--- src/rtl/io_pkg.sv ---
// io_pkg: shared types and constants for the IN-instruction input controller.
// Holds the controller state encoding, default bus widths and the switch
// zero-extension helper used when a captured value is returned.
package io_pkg;

  localparam int SW_WIDTH_DEF   = 11;
  localparam int DATA_WIDTH_DEF = 32;

  typedef enum logic [2:0] {
    IDLE,
    ARM,
    WAIT_PRESS,
    WAIT_RELEASE,
    DONE
  } io_state_t;

  // Helper is sized by the package default widths.
  function automatic logic [DATA_WIDTH_DEF-1:0] zext_sw(input logic [SW_WIDTH_DEF-1:0] sw);
    logic [DATA_WIDTH_DEF-1:0] ext;
    ext = '0;
    ext[SW_WIDTH_DEF-1:0] = sw;
    return ext;
  endfunction

endpackage

--- src/rtl/io_input_ctrl_sync_edge.sv ---
// sync_edge: two-flop synchronizer with edge detection on the synchronized level.
// Ports: clk, rst_n (async active-low), d (async level in),
//        level (synchronized), rise/fall (one-cycle pulses vs. previous level).
module sync_edge (
  input  logic clk,
  input  logic rst_n,
  input  logic d,
  output logic level,
  output logic rise,
  output logic fall
);

  logic meta_q;
  logic sync_q;
  logic prev_q;

  always_ff @(posedge clk or negedge rst_n) begin
    if (!rst_n) begin
      meta_q <= 1'b0;
      sync_q <= 1'b0;
      prev_q <= 1'b0;
    end else begin
      meta_q <= d;
      sync_q <= meta_q;
      prev_q <= sync_q;
    end
  end

  assign level = sync_q;
  assign rise  = sync_q & ~prev_q;
  assign fall  = ~sync_q & prev_q;

endmodule

--- src/rtl/io_input_ctrl.sv ---
// io_input_ctrl: four-phase Req/Ack feeder for the IN instruction; prompts on
// IOLED, captures FPGA_Switches on a fresh button press, returns it zero-extended.
// Ports: CLK, Reset (async active-low), Req, Button, FPGA_Switches in;
//        Data, Ack, Stall, IOLED, TimedOut out (all registered).
// Optional: define IO_TIMEOUT_EN to abandon WAIT_PRESS after TIMEOUT_CYCLES
// and return DEFAULT_VALUE with TimedOut=1; otherwise waits forever.
module io_input_ctrl
  import io_pkg::*;
#(
  parameter int                    SW_WIDTH       = SW_WIDTH_DEF,
  parameter int                    DATA_WIDTH     = DATA_WIDTH_DEF,
  parameter int unsigned           TIMEOUT_CYCLES = 50000000,
  parameter logic [DATA_WIDTH-1:0] DEFAULT_VALUE  = '0
) (
  input  logic                  CLK,
  input  logic                  Reset,
  input  logic                  Req,
  input  logic                  Button,
  input  logic [SW_WIDTH-1:0]   FPGA_Switches,
  output logic [DATA_WIDTH-1:0] Data,
  output logic                  Ack,
  output logic                  Stall,
  output logic                  IOLED,
  output logic                  TimedOut
);

  io_state_t state;
  logic      req_q;
  logic      btn_lvl;
  logic      btn_rise;
  logic      unused_btn_fall;
  logic      timeout_hit;

  // Req comes from a clock derived from CLK, so one register is enough.
  always_ff @(posedge CLK or negedge Reset) begin
    if (!Reset) req_q <= 1'b0;
    else        req_q <= Req;
  end

  sync_edge u_btn_sync (
    .clk   (CLK),
    .rst_n (Reset),
    .d     (Button),
    .level (btn_lvl),
    .rise  (btn_rise),
    .fall  (unused_btn_fall)
  );

`ifdef IO_TIMEOUT_EN
  localparam int CNT_W = $clog2(TIMEOUT_CYCLES) + 1;
  logic [CNT_W-1:0] to_cnt;

  // to_cnt counts completed WAIT_PRESS cycles; expiry fires on the
  // TIMEOUT_CYCLES-th edge spent waiting.
  assign timeout_hit = (state == WAIT_PRESS) && (to_cnt == CNT_W'(TIMEOUT_CYCLES - 1));

  always_ff @(posedge CLK or negedge Reset) begin
    if (!Reset)
      to_cnt <= '0;
    else if (state == WAIT_PRESS && req_q && !btn_rise && !timeout_hit)
      to_cnt <= to_cnt + CNT_W'(1);
    else
      to_cnt <= '0;
  end
`else
  logic unused_timeout_cfg;
  assign unused_timeout_cfg = ^TIMEOUT_CYCLES;
  assign timeout_hit = 1'b0;
`endif

  always_ff @(posedge CLK or negedge Reset) begin
    if (!Reset) begin
      state    <= IDLE;
      Data     <= '0;
      Ack      <= 1'b0;
      Stall    <= 1'b0;
      IOLED    <= 1'b0;
      TimedOut <= 1'b0;
    end else begin
      case (state)
        IDLE: begin
          if (req_q) begin
            Stall <= 1'b1;
            IOLED <= 1'b1;
            // A press already held when the request arrives must be released first.
            state <= btn_lvl ? ARM : WAIT_PRESS;
          end
        end
        ARM: begin
          if (!req_q) begin
            Stall <= 1'b0;
            IOLED <= 1'b0;
            state <= IDLE;
          end else if (!btn_lvl) begin
            state <= WAIT_PRESS;
          end
        end
        WAIT_PRESS: begin
          if (!req_q) begin
            Stall <= 1'b0;
            IOLED <= 1'b0;
            state <= IDLE;
          end else if (btn_rise) begin
            // Press beats a coincident timeout expiry.
            Data     <= zext_sw(FPGA_Switches);
            TimedOut <= 1'b0;
            IOLED    <= 1'b0;
            state    <= WAIT_RELEASE;
          end else if (timeout_hit) begin
            Data     <= DEFAULT_VALUE;
            TimedOut <= 1'b1;
            IOLED    <= 1'b0;
            Stall    <= 1'b0;
            Ack      <= 1'b1;
            state    <= DONE;
          end
        end
        WAIT_RELEASE: begin
          if (!req_q) begin
            Stall <= 1'b0;
            state <= IDLE;
          end else if (!btn_lvl) begin
            Stall <= 1'b0;
            Ack   <= 1'b1;
            state <= DONE;
          end
        end
        DONE: begin
          if (!req_q) begin
            Ack   <= 1'b0;
            state <= IDLE;
          end
        end
        default: begin
          Ack   <= 1'b0;
          Stall <= 1'b0;
          IOLED <= 1'b0;
          state <= IDLE;
        end
      endcase
    end
  end

endmodule
--- config.mk ---
export PLATFORM = sky130hd
export DESIGN_NAME = io_input_ctrl
export DESIGN_NICKNAME = d
export VERILOG_FILES = /design/src/rtl/io_pkg.sv /design/src/rtl/io_input_ctrl_sync_edge.sv /design/src/rtl/io_input_ctrl.sv
export SDC_FILE = /design/constraint.sdc
export NUM_CORES = 1
export LEC_CHECK = 0
export BUFFER_PORTS_ARGS = -buffer_cell sky130_fd_sc_hd__buf_2
export CORE_MARGIN = 8
export CORE_UTILIZATION = 44
export CTS_CLUSTER_DIAMETER = 120
export DETAILED_ROUTE_END_ITERATION = 8
export GPL_TIMING_DRIVEN = 0
export MAX_ROUTING_LAYER = met4
export PLACE_DENSITY = 0.73
export SYNTH_ARGS = -nofsm -noshare
export SYNTH_HDL_FRONTEND = slang
export SYNTH_SLANG_ARGS = --single-unit
--- constraint.sdc ---
create_clock -name CLK -period 1.5 [get_ports CLK]
set_input_delay 0 -clock CLK [delete_from_list [all_inputs] [get_ports CLK]]
set_output_delay 0 -clock CLK [all_outputs]
set_load 0.05 [all_outputs]
## Word level (Yosys, flattened, before mapping)

Cells that the tools add are included.

| storage, ports and cells | value |
|---|---|
| bits in registers | 21 |
| bits of input ports | 15 |
| output and inout bits | 36 |
| logic and storage cells | 57 |

| cells by class | value |
|---|---|
| equality and inequality tests | 13 |
| multiplexer cells | 21 |
| bitwise operators | 5 |
| reduce and logical (&&, ||, !) cells | 9 |

Operators by type and width:

| kind | count |
|---|---|
| $mux 3 | 8 |
| $pmux 3 s5 | 1 |
| $ne 2x2->1 const B | 6 |
| $reduce_and 4->1 | 3 |
| $ne 3x3->1 const B | 3 |
| $mux 1 | 8 |
| $pmux 1 s4 | 2 |
| $eq 3x2->1 const B | 2 |
| $reduce_and 5->1 | 1 |
| $not 1->1 | 4 |
| $reduce_or 2->1 | 2 |
| $eq 3x1->1 const B | 1 |
| $eq 3x3->1 const B | 1 |
| $logic_not 3->1 | 1 |
| $pmux 1 s3 | 1 |
| $reduce_and 3->1 | 1 |
| $reduce_or 3->1 | 1 |
| $mux 2 | 1 |
| $and 1x1->1 | 1 |

## Depth between registers and ports, before layout

| logic depth | value |
|---|---|
| depth in word-level cells | 5 |
| depth in mapped cells | 4 |
| depth with buffers taken out | 3 |

## Hierarchy

From an unflattened synthesis, not the netlist that was laid out.

| unflattened totals | value |
|---|---|
| cells, all modules | 84 |
| area, all modules | 1,004.7 um2 |

By module, submodules not included:

| module | instances | cells an instance | area an instance (um2) | seq. area each (um2) |
|---|---|---|---|---|
| io_input_ctrl | 1 | 79 | 914.6 | 450.4 |
| sync_edge | 1 | 5 | 90.1 | 75.1 |

## Worst setup path before layout

No wires, ideal clock.

| timing path | value |
|---|---|
| path kind | register -> register |
| start point | register state[2] |
| end point | register Data[0] |
| library setup time | 0.125 ns |
| data arrival time | 1.206 ns |
| required time | 1.375 ns |
| slack | 0.169 ns |
| stages on the path, launching flop included | 5 |
| buffers on the path | 1 |
| clock period less this slack | 1.331 ns |
| path through | dfrtp_1 and2b_4 nand4b_4 buf_6 mux2_4 |

| between the ends | value |
|---|---|
| word-level cells in the longest chain between the ends | 2 |

Ends and longest elaborated chain:

| item | line | text |
|---|---|---|
| start, declared | io_input_ctrl.sv:27 | `io_state_t state;` |
| start signal, assigned | io_input_ctrl.sv:86 | `state <= btn_lvl ? ARM : WAIT_PRESS;` |
| $eq 3x2->1 | io_input_ctrl.sv:80 | `case (state)` |
| $reduce_and 3->1 (no line) | n/a |  |
| end signal, assigned | io_input_ctrl.sv:105 | `Data <= zext_sw(FPGA_Switches);` |
| end, declared | io_input_ctrl.sv:20 | `output logic [DATA_WIDTH-1:0] Data,` |

No other way between the ends.
A chain may end at the register's enable or synchronous reset.

## Worst setup path in the final report

| timing path | value |
|---|---|
| start point | register state[2] |
| end point | register Data[4] |

Same word-level chain as after synthesis.

==> reports/metrics.cfg <==
[clock_tree]
ctsRootBufferMaster = clkbuf_4
clkSinkCount = 21
cts_tree = yes
h-tree-depth = 1
cts.clk_slew.worst_paths_ps = 110
cts_buffers = 3
clockBufferDepth = 2
clock_latency_ps = 290
cts.repair.resized = 0

[cells_and_area]
n_antenna_cell = 0
multi_input_area_sq_um = 400
fin_util_pct = 65.8
fillCellCount = 172
area.sequential_sq_um = 526
mostFrequentLayoutCells = 28 x buf_2, 22 x buf_4, 22 x conb_1
areaGrowthSynthToFinish_pct = 40.8
layout_commonest_cell = buf_2
final_nets = 165
drive_gt1_share_pct = 45.6

[power_and_ir_drop]
p_comb_share_pct = 44.6
vdd_drop_max_v = 0.000829
p_leak_nw = 0.808
power_frac_clock_pct = 14.9
p_per_area_nw_per_um2 = 1230
seqPwrFrac_pct = 40.5
p_sw_share_pct = 43.6
p_switching_w = 0.000779
internal_power_w = 0.00101

[sta]
min_period_ps = 1430
clock.fmax_ghz = 0.698
slew_viol_final = 0
period_share_pct = 95.5
fin_skew_ps = 0.727
hold_viol = 0
rsz0062_at_grt = false
finalSetupViolations = 0
tns_ps = 0

[setup_path]
critPathKind = register to register
path_max_fanout = 10
required_ps = 1690
crit_chain = and2b_4, nand4b_4, buf_6, mux2_4
crit_arrival_ps = 1620
end_kind = register
cpMaxStageDelayCell = dfrtp_1
slowest_delay_ps = 430
critPathLaunchType = register

[synth]
synth_warnings = 0
avgSynthCellArea_sq_um = 12.6
ys_ff_latch = 21
seq_area_frac_synth_pct = 50.8
netlist_instances = 82
synth.distinct_cells = 21
syn-cell-area_sq_um = 1030

[routing]
ant_nets = 0
vias_per_cell = 4.15
drt-initial-drc-count = 14
drcViolationCount = 0
first_pass_iters = 3
finalWirelength_mm = 2.17
via_count = 734
avgRoutedWirePerCell_um = 12.2

[placed_design]
gp_congestion = 0.639
port_buffers = 28
dp_hpwl_mm = 1.51

[status]
status = finished clean

[global_route]
grt_pass1_wl_mm = 3.62
grt_pass1_vias = 776
grt_use_total_pct = 10.9
grt_antenna_before_repair = 0
grt_max_degree = 22
overflow = 0

[flow_run]
maxCapViolations = 0

[min_path]
hp-class = input pin to async pin

[floorplanning]
fp.dieArea_sq_um = 4160
core_sq_um = 2210
initial_utilization_pct = 46.8
boundaryPins = 51
chipHeight_um = 64.5
rows = 17
die_x_um = 64.5

[logic make-up after synthesis]
group | Yosys count | synth area share, %
buffers and inverters | 26 | 18.1
flip-flops | 21 | 50.8
multiplexers | 12 | 16.6
AO/OA/AOI/OAI | 11 | 5.93
AND/OR/NAND/NOR | 11 | 8.22
other | 1 | 0.362
[synth_stat cells]
| cell type | instances | area share, % |
|---|---|---|
| a21oi_1 | 3 | 1.5 |
| and2b_1 | 1 | 0.73 |
| and2b_4 | 1 | 0.97 |
| and3b_1 | 1 | 0.85 |
| buf_4 | 22 | 16 |
| buf_6 | 1 | 1.1 |
| conb_1 | 1 | 0.36 |
| dfrtp_1 | 21 | 51 |
| inv_1 | 3 | 1.1 |
| mux2_2 | 1 | 1.1 |
| mux2_4 | 10 | 15 |
| mux2i_1 | 1 | 0.97 |
| nand2_1 | 1 | 0.36 |
| nand2b_1 | 2 | 1.2 |
| nand3_1 | 1 | 0.48 |
| nand4b_4 | 1 | 2.3 |
| nor2_1 | 2 | 0.73 |
| nor2b_1 | 1 | 0.60 |
| o21a_1 | 1 | 0.73 |
| o21ai_0 | 6 | 2.9 |
| o311ai_0 | 1 | 0.85 |
[final timing paths]
path                                        startpoint                         end  slack (ps)  cells past startpoint
max reg2reg                       state[2]$_DFFE_PN0P_         Data[4]$_DFFE_PN0P_          70                      4
min reg2reg                u_btn_sync.meta_q$_DFF_PN0_  u_btn_sync.level$_DFF_PN0_         360                      0
min                                              Reset         Data[3]$_DFFE_PN0P_         210                      2
max in group asynchronous                        Reset        state[0]$_DFFE_PN0P_         980                      2
max                               state[2]$_DFFE_PN0P_         Data[4]$_DFFE_PN0P_          70                      4
min in group CLK                                   Req             req_q$_DFF_PN0_         330                      2
[power by group through the flow]
| stage | clock network, W | logic (W) | registers [W] |
|---|---|---|---|
| 2_1_floorplan | 0 | 0.000307 | 0.00104 |
| 3_3_place_gp | 0 | 0.000755 | 0.000728 |
| 3_5_place_dp | 0 | 0.000763 | 0.000729 |
| 4_1_cts | 0.000280 | 0.000790 | 0.000721 |
| 5_1_grt | 0.000306 | 0.000834 | 0.000738 |
| 6_report | 0.000266 | 0.000798 | 0.000724 |
[registers in the layout, summed over array words and instances, names as in the netlist]
register and cells:
Stall 1, state 3, u_btn_sync.level 1, req_q 1
IOLED 1, u_btn_sync.meta_q 1, Ack 1, u_btn_sync.prev_q 1
Data 11
[critical path: cells and delay by family, from the launching register on]
kind                   cells  cell delay (ps)
flip-flops                 1              430
buffers and inverters      1              180
AND/OR/NAND/NOR            2              420
multiplexers               1              310
[per-stage QoR]
stage                     std cells  hold slack (ps)  total power, W  cell area, sq um  setup slack [ps]
after floorplan                 103             -296         0.00134              1110               169
after global placement          159            -30.7         0.00148              1290               112
after detailed placement        159            -17.9         0.00149              1290              85.9
after CTS                       177              170         0.00179              1460              70.7
after global routing            177              242         0.00188              1460              25.5
final                           177              209         0.00179              1460              68.2
[area by class of cell]
cell class | count | share of cell area, %
Sequential cell | 21 | 36.1
Clock buffer | 3 | 1.55
Inverter | 3 | 0.773
Buffer | 23 | 12.1
Timing Repair Buffer | 42 | 19.2
Clock inverter | 1 | 0.344
Tap cell | 28 | 2.41
Multi-Input combinational cell | 56 | 27.5
[what timing repair did]
| action | in CTS | in global routing |
|---|---|---|
| hold endpoints to repair | 34 | 0 |
| hold buffers | 14 | 0 |
| setup endpoints to repair | 0 | 0 |
| buffers inserted | 0 | 0 |
[routing by layer]
layer | vias up | share of wire (%) | track usage, %
met4 | 0 | 0 | 2.45
li1 | 360 | - | -
met1 | 335 | 40 | 12.3
met2 | 39 | 46 | 16.5
met5 | - | 0 | -
met3 | 0 | 13 | 6.19
Note: power is estimated with default switching activity, not from simulation.
